$ cat config.mk
export PLATFORM = sky130hd
export DESIGN_NAME = spi_slave
export DESIGN_NICKNAME = d
export VERILOG_FILES = /design/src/rtl/spi_slave.sv
export SDC_FILE = /design/constraint.sdc
export NUM_CORES = 1
export LEC_CHECK = 0
export ABC_AREA = 1
export CAP_MARGIN = 20
export CORE_UTILIZATION = 45
export DETAILED_ROUTE_END_ITERATION = 8
export GPL_TIMING_DRIVEN = 1
export PLACE_DENSITY_LB_ADDON = 0.3
export SYNTH_ARGS = -nofsm -noshare
export SYNTH_HDL_FRONTEND = slang
export SYNTH_SLANG_ARGS = --single-unit
$ cat constraint.sdc
create_clock -name clk -period 1.8 [get_ports clk]
set_input_delay 0.18 -clock clk [delete_from_list [all_inputs] [get_ports clk]]
set_output_delay 0.18 -clock clk [all_outputs]
set_load 0.02 [all_outputs]
$ cat src/rtl/spi_slave.sv
// SPI slave front end for the single-port RAM: deserialises 10-bit command frames from
// MOSI into rx_data/rx_valid and serialises the RAM readout byte onto MISO, MSB first.
module spi_slave #(
    parameter int unsigned RX_WIDTH = 10,
    parameter int unsigned TX_WIDTH = 8
) (
    input  logic                clk,
    input  logic                rst_n,
    input  logic                SS_n,
    input  logic                MOSI,
    output logic [RX_WIDTH-1:0] rx_data,
    output logic                rx_valid,
    input  logic [TX_WIDTH-1:0] tx_data,
    input  logic                tx_valid,
    output logic                MISO
);

    localparam int unsigned CNT_W  = $clog2(RX_WIDTH + 1);
    localparam int unsigned TXC_W  = $clog2(TX_WIDTH + 2);
    localparam int unsigned SHFT_W = RX_WIDTH - 1;

    typedef enum logic [2:0] {
        IDLE      = 3'd0,
        CHK_CMD   = 3'd1,
        WRITE     = 3'd2,
        READ_ADD  = 3'd3,
        READ_DATA = 3'd4
    } state_t;

    state_t state, next_state;

    logic [CNT_W-1:0]  bit_cnt;
    logic [SHFT_W-1:0] rx_shift;
    logic              rd_addr_seen;
    logic [TXC_W-1:0]  tx_cnt;
    logic [TX_WIDTH-1:0] tx_shift;

    logic shift_c;
    logic frame_end_c;
    logic tx_load_c;
    logic tx_shift_c;
    logic tx_last_c;

    // State register
    always_ff @(posedge clk or negedge rst_n) begin
        if (!rst_n) begin
            state <= IDLE;
        end else begin
            state <= next_state;
        end
    end

    // Next-state decode; SS_n high always returns to IDLE
    always_comb begin
        next_state = state;
        if (SS_n) begin
            next_state = IDLE;
        end else begin
            case (state)
                IDLE:    next_state = CHK_CMD;
                CHK_CMD: begin
                    if (!MOSI)             next_state = WRITE;
                    else if (rd_addr_seen) next_state = READ_DATA;
                    else                   next_state = READ_ADD;
                end
                default: next_state = state;
            endcase
        end
    end

    // Control strobes for the shift and readout datapath
    always_comb begin
        shift_c     = 1'b0;
        frame_end_c = 1'b0;
        tx_load_c   = 1'b0;
        tx_shift_c  = 1'b0;
        tx_last_c   = 1'b0;
        if (!SS_n) begin
            if ((state == WRITE || state == READ_ADD || state == READ_DATA) &&
                (bit_cnt < CNT_W'(RX_WIDTH))) begin
                shift_c     = 1'b1;
                frame_end_c = (bit_cnt == CNT_W'(RX_WIDTH - 1));
            end
            if (state == READ_DATA && bit_cnt == CNT_W'(RX_WIDTH)) begin
                tx_load_c  = (tx_cnt == '0) && tx_valid;
                tx_shift_c = (tx_cnt != '0) && (tx_cnt < TXC_W'(TX_WIDTH));
                tx_last_c  = (tx_cnt == TXC_W'(TX_WIDTH));
            end
        end
    end

    // Receive shifter, frame capture, read-address tracking and MISO serialiser
    always_ff @(posedge clk or negedge rst_n) begin
        if (!rst_n) begin
            bit_cnt      <= '0;
            rx_shift     <= '0;
            rx_data      <= '0;
            rx_valid     <= 1'b0;
            rd_addr_seen <= 1'b0;
            tx_cnt       <= '0;
            tx_shift     <= '0;
            MISO         <= 1'b0;
        end else begin
            rx_valid <= 1'b0;
            if (SS_n) begin
                bit_cnt  <= '0;
                rx_shift <= '0;
                tx_cnt   <= '0;
                tx_shift <= '0;
                MISO     <= 1'b0;
            end else begin
                if (state == CHK_CMD) begin
                    rx_shift <= {rx_shift[SHFT_W-2:0], MOSI};
                    bit_cnt  <= CNT_W'(1);
                end
                if (shift_c) begin
                    rx_shift <= {rx_shift[SHFT_W-2:0], MOSI};
                    bit_cnt  <= bit_cnt + CNT_W'(1);
                end
                if (frame_end_c) begin
                    rx_data  <= {rx_shift, MOSI};
                    rx_valid <= 1'b1;
                    if (state == READ_ADD)  rd_addr_seen <= 1'b1;
                    if (state == READ_DATA) rd_addr_seen <= 1'b0;
                end
                if (tx_load_c) begin
                    MISO     <= tx_data[TX_WIDTH-1];
                    tx_shift <= {tx_data[TX_WIDTH-2:0], 1'b0};
                    tx_cnt   <= TXC_W'(1);
                end
                if (tx_shift_c) begin
                    MISO     <= tx_shift[TX_WIDTH-1];
                    tx_shift <= {tx_shift[TX_WIDTH-2:0], 1'b0};
                    tx_cnt   <= tx_cnt + TXC_W'(1);
                end
                if (tx_last_c) begin
                    MISO   <= 1'b0;
                    tx_cnt <= TXC_W'(TX_WIDTH + 1);
                end
            end
        end
    end

endmodule

==> flow_metrics.py, run 1 <==
metrics = {
    "routing": {
        "drc": 0,
        "wl_per_cell_um": 12.94,
        "drtIter0Drc": 156,
        "ant_nets": 0,
        "firstDrtPassIters": 4,
        "vias_per_cell": 5.239,
        "vias": 1645,
        "wl_um": 4063,
    },
    "sta": {
        "max_freq_mhz": 615.7,
        "period_needed_ps": 1624,
        "finalMaxSlewViolations": 0,
        "rsz0062_at_grt": "false",
        "slew_headroom_pct": 66.83,
        "fin_ws_ps": 176.0,
        "finalHoldViolations": 0,
        "clock_skew_ps": 10.95,
        "finalSetupViolations": 0,
        "period_share_pct": 90.22,
        "worst_pin_slew_ps": 497.5,
        "final.setup.tns_ps": 0,
    },
    "floorplanning": {
        "dieArea_um2": 4708,
        "initial_core_util_pct": 48.53,
        "rows": 23,
        "die_h_um": 68.62,
        "die_w_um": 68.62,
        "core_um2": 4115,
        "ios": 25,
    },
    "power": {
        "p_int_w": 0.001425,
        "totalPowerFinal_w": 0.001900,
        "irDropWorstVdd_mv": 0.4173,
        "p_comb_share_pct": 10.9,
        "p_sw_w": 0.0004753,
        "power_frac_clock_pct": 39.8,
        "powerDensity_nw_per_um2": 774.0,
        "p_sw_share_pct": 25.01,
        "seqPwrFrac_pct": 49.3,
        "p_leak_nw": 1.167,
    },
    "critical_path": {
        "cp-end-kind": "register",
        "start_kind": "register",
        "crit_type": "reg -> reg",
        "worst_path_largest_cell_delay_ps": 420,
        "slowest_stage": "dfrtp_1",
        "worstPathMaxFanout": 16,
        "crit_buf_inv": 0,
        "cpLargestDelayFamily": "simple AND/OR/NAND/NOR gates",
        "arrival_ps": 1860,
        "cp_common_cell": "nand2_1",
        "required_ps": 2030,
        "cp_cell_sequence": "ha_1 > nand3_2 > nor2_8 > nand2_4 > a21oi_4 > nand2_1 > nand2_1",
    },
    "global_routing": {
        "grt_pass1_wl_um": 6713,
        "antenna_found_initial": 0,
        "grt.total_usage_pct": 19.78,
        "grt_start_max_net_pins": 41,
        "grt_pass1_vias": 1498,
        "grt_overflow": 0,
    },
    "logic_synthesis": {
        "yosysWarnings": 0,
        "synth_edf_count": 0,
        "async_reset_ff_share_pct": 100.0,
        "netlist_instances": 231,
        "synth.net_count": 249,
        "synth_area_um2": 1997,
        "ys_ff_latch": 40,
        "avgSynthCellArea_um2": 8.645,
        "ys_types": 32,
        "yosys_most_used_dff": "dfrtp_1",
        "ys_seq_area_share_pct": 50.13,
    },
    "run": {
        "maxCapViolations": 0,
    },
    "placement": {
        "place_area_um2": 2312,
        "hpwl_um": 2763,
        "globalplace.congestion": 0.8123,
        "pre_cts_ws_ps": 129.7,
        "io_buffers": 24,
    },
    "finish": {
        "layout_common_cells": "50 x nand2_1, 40 x dfrtp_1, 32 x nand3_1",
        "num-nets-final": 281,
        "fill_cells": 385,
        "multi_input_area_um2": 829.5,
        "final_cell_area_um2": 2455,
        "area_growth_pct": 22.93,
        "final_common_cell": "nand2_1",
        "seq_area_um2": 1001,
        "drive_above_1_share_pct": 12.12,
        "diodes": 0,
    },
    "clock_tree": {
        "cts_tree": "done",
        "cts.sinks": 40,
        "cts_buffer_depth": 2,
        "cts_buffers": 5,
        "cts.htree.levels": 2,
        "cts.clk_slew.worst_paths_ps": 70,
        "clock_latency_ps": 300,
        "cts-root-buf": "clkbuf_8",
    },
    "hold_path": {
        "hp-class": "in -> reg",
    },
    "status": {
        "status": "finished clean",
    },
}
==> cells in the mapped netlist, types with 2 or more instances <==
library cell / number / share of area (%)
nor3_1: 3 / 0.75
buf_6: 2 / 1.1
a21oi_1: 4 / 1.0
ha_1: 5 / 3.1
nand2_1: 50 / 9.4
xor2_1: 2 / 0.88
inv_1: 27 / 5.1
nor2_1: 6 / 1.1
o22ai_1: 3 / 0.94
o21ai_1: 5 / 1.3
o21ai_0: 22 / 5.5
a21oi_4: 2 / 1.6
nand3_2: 2 / 1.0
buf_2: 3 / 0.75
clkbuf_1: 2 / 0.38
nand3_1: 32 / 8.0
buf_4: 3 / 1.1
dfrtp_1: 40 / 50
nand4_1: 5 / 1.6
==> sequential cells by signal (all words and copies together), names as in the netlist <==
| signal | cells |
|---|---|
| bit_cnt | 4 |
| state | 3 |
| rx_data | 10 |
| rd_addr_seen | 1 |
| rx_valid | 1 |
| tx_cnt | 4 |
| MISO | 1 |
| tx_shift | 7 |
| rx_shift | 9 |
==> per-stage QoR <==
stage / util (%) / hold slack (ps) / std cells
after floorplan: - / -115.6 / 231
after global placement: 56.19 / 267.1 / 303
after CTS: 59.23 / 435.7 / 312
after global routing: 59.65 / 438.2 / 314
after detailed placement: 56.19 / 265.6 / 303
final: 59.65 / 444.9 / 314
==> tightest hold or removal path, cell delays in order <==
cell,delay (ps)
clkdlybuf4s50_1,400
nand3_1,80
nand2_1,50
==> routing by layer <==
metal / routed length (µm) / vias up / track usage [%]
li1: - / 820 / -
met1: 2032 / 780 / 26.27
met2: 1779 / 34 / 29.78
met3: 139 / 11 / 5.428
met4: 111 / 0 / 9.115
met5: 0 / - / 0
==> final cells by class <==
cell class	instances	share of cell area (%)
Timing Repair Buffer	34	13.76
Sequential cell	40	40.77
Clock inverter	3	1.886
Multi-Input combinational cell	153	33.79
Tap cell	50	2.548
Clock buffer	5	2.803
Inverter	29	4.434
==> power by group through the flow <==
stage          logic [W]  registers [W]  clock network, W
5_1_grt         0.000234       0.000940          0.000818
4_1_cts         0.000203       0.000937          0.000777
6_report        0.000207       0.000937          0.000757
3_5_place_dp    0.000199       0.000955                 0
2_1_floorplan   0.000104       0.000957                 0
3_3_place_gp    0.000196       0.000954                 0
==> final timing paths <==
check                      cells past startpoint  slack [ps]         start           end
min                                            3         440    tx_data[0]   tx_shift[1]
max                                            7         180    bit_cnt[1]   tx_shift[5]
max in group asynchronous                      3         990         rst_n   tx_shift[1]
max reg2reg                                    7         180    bit_cnt[1]   tx_shift[5]
min in group asynchronous                      3         460         rst_n      rx_valid
min reg2reg                                    2         490  rd_addr_seen  rd_addr_seen
==> repair_timing <==
item	in CTS	in global routing
hold buffers	1	0
hold endpoints to repair	40	0
setup endpoints to repair	0	6
gates resized for setup	0	2
setup buffers	0	1
==> kinds of logic (layout without fill, tap and decap cells) <==
logic type | after synthesis | in the layout | share of synthesized area [%]
AOI/OAI and AO/OA | 40 | 40 | 11.91
buffers and inverters | 39 | 71 | 8.834
adders and majority gates | 5 | 5 | 3.133
and+or+nand+nor | 104 | 105 | 24.69
DFF | 40 | 40 | 50.13
xor gates and xnor gates | 3 | 3 | 1.316
(Power assumes the default switching activity.)
==> run 2, diff against run 1 <==
CAP_MARGIN = unset   (was 20)
GPL_TIMING_DRIVEN = unset   (was 1)
==> results of run 2 <==
No change in the layout: final DEF, timing and power equal those of run 1.
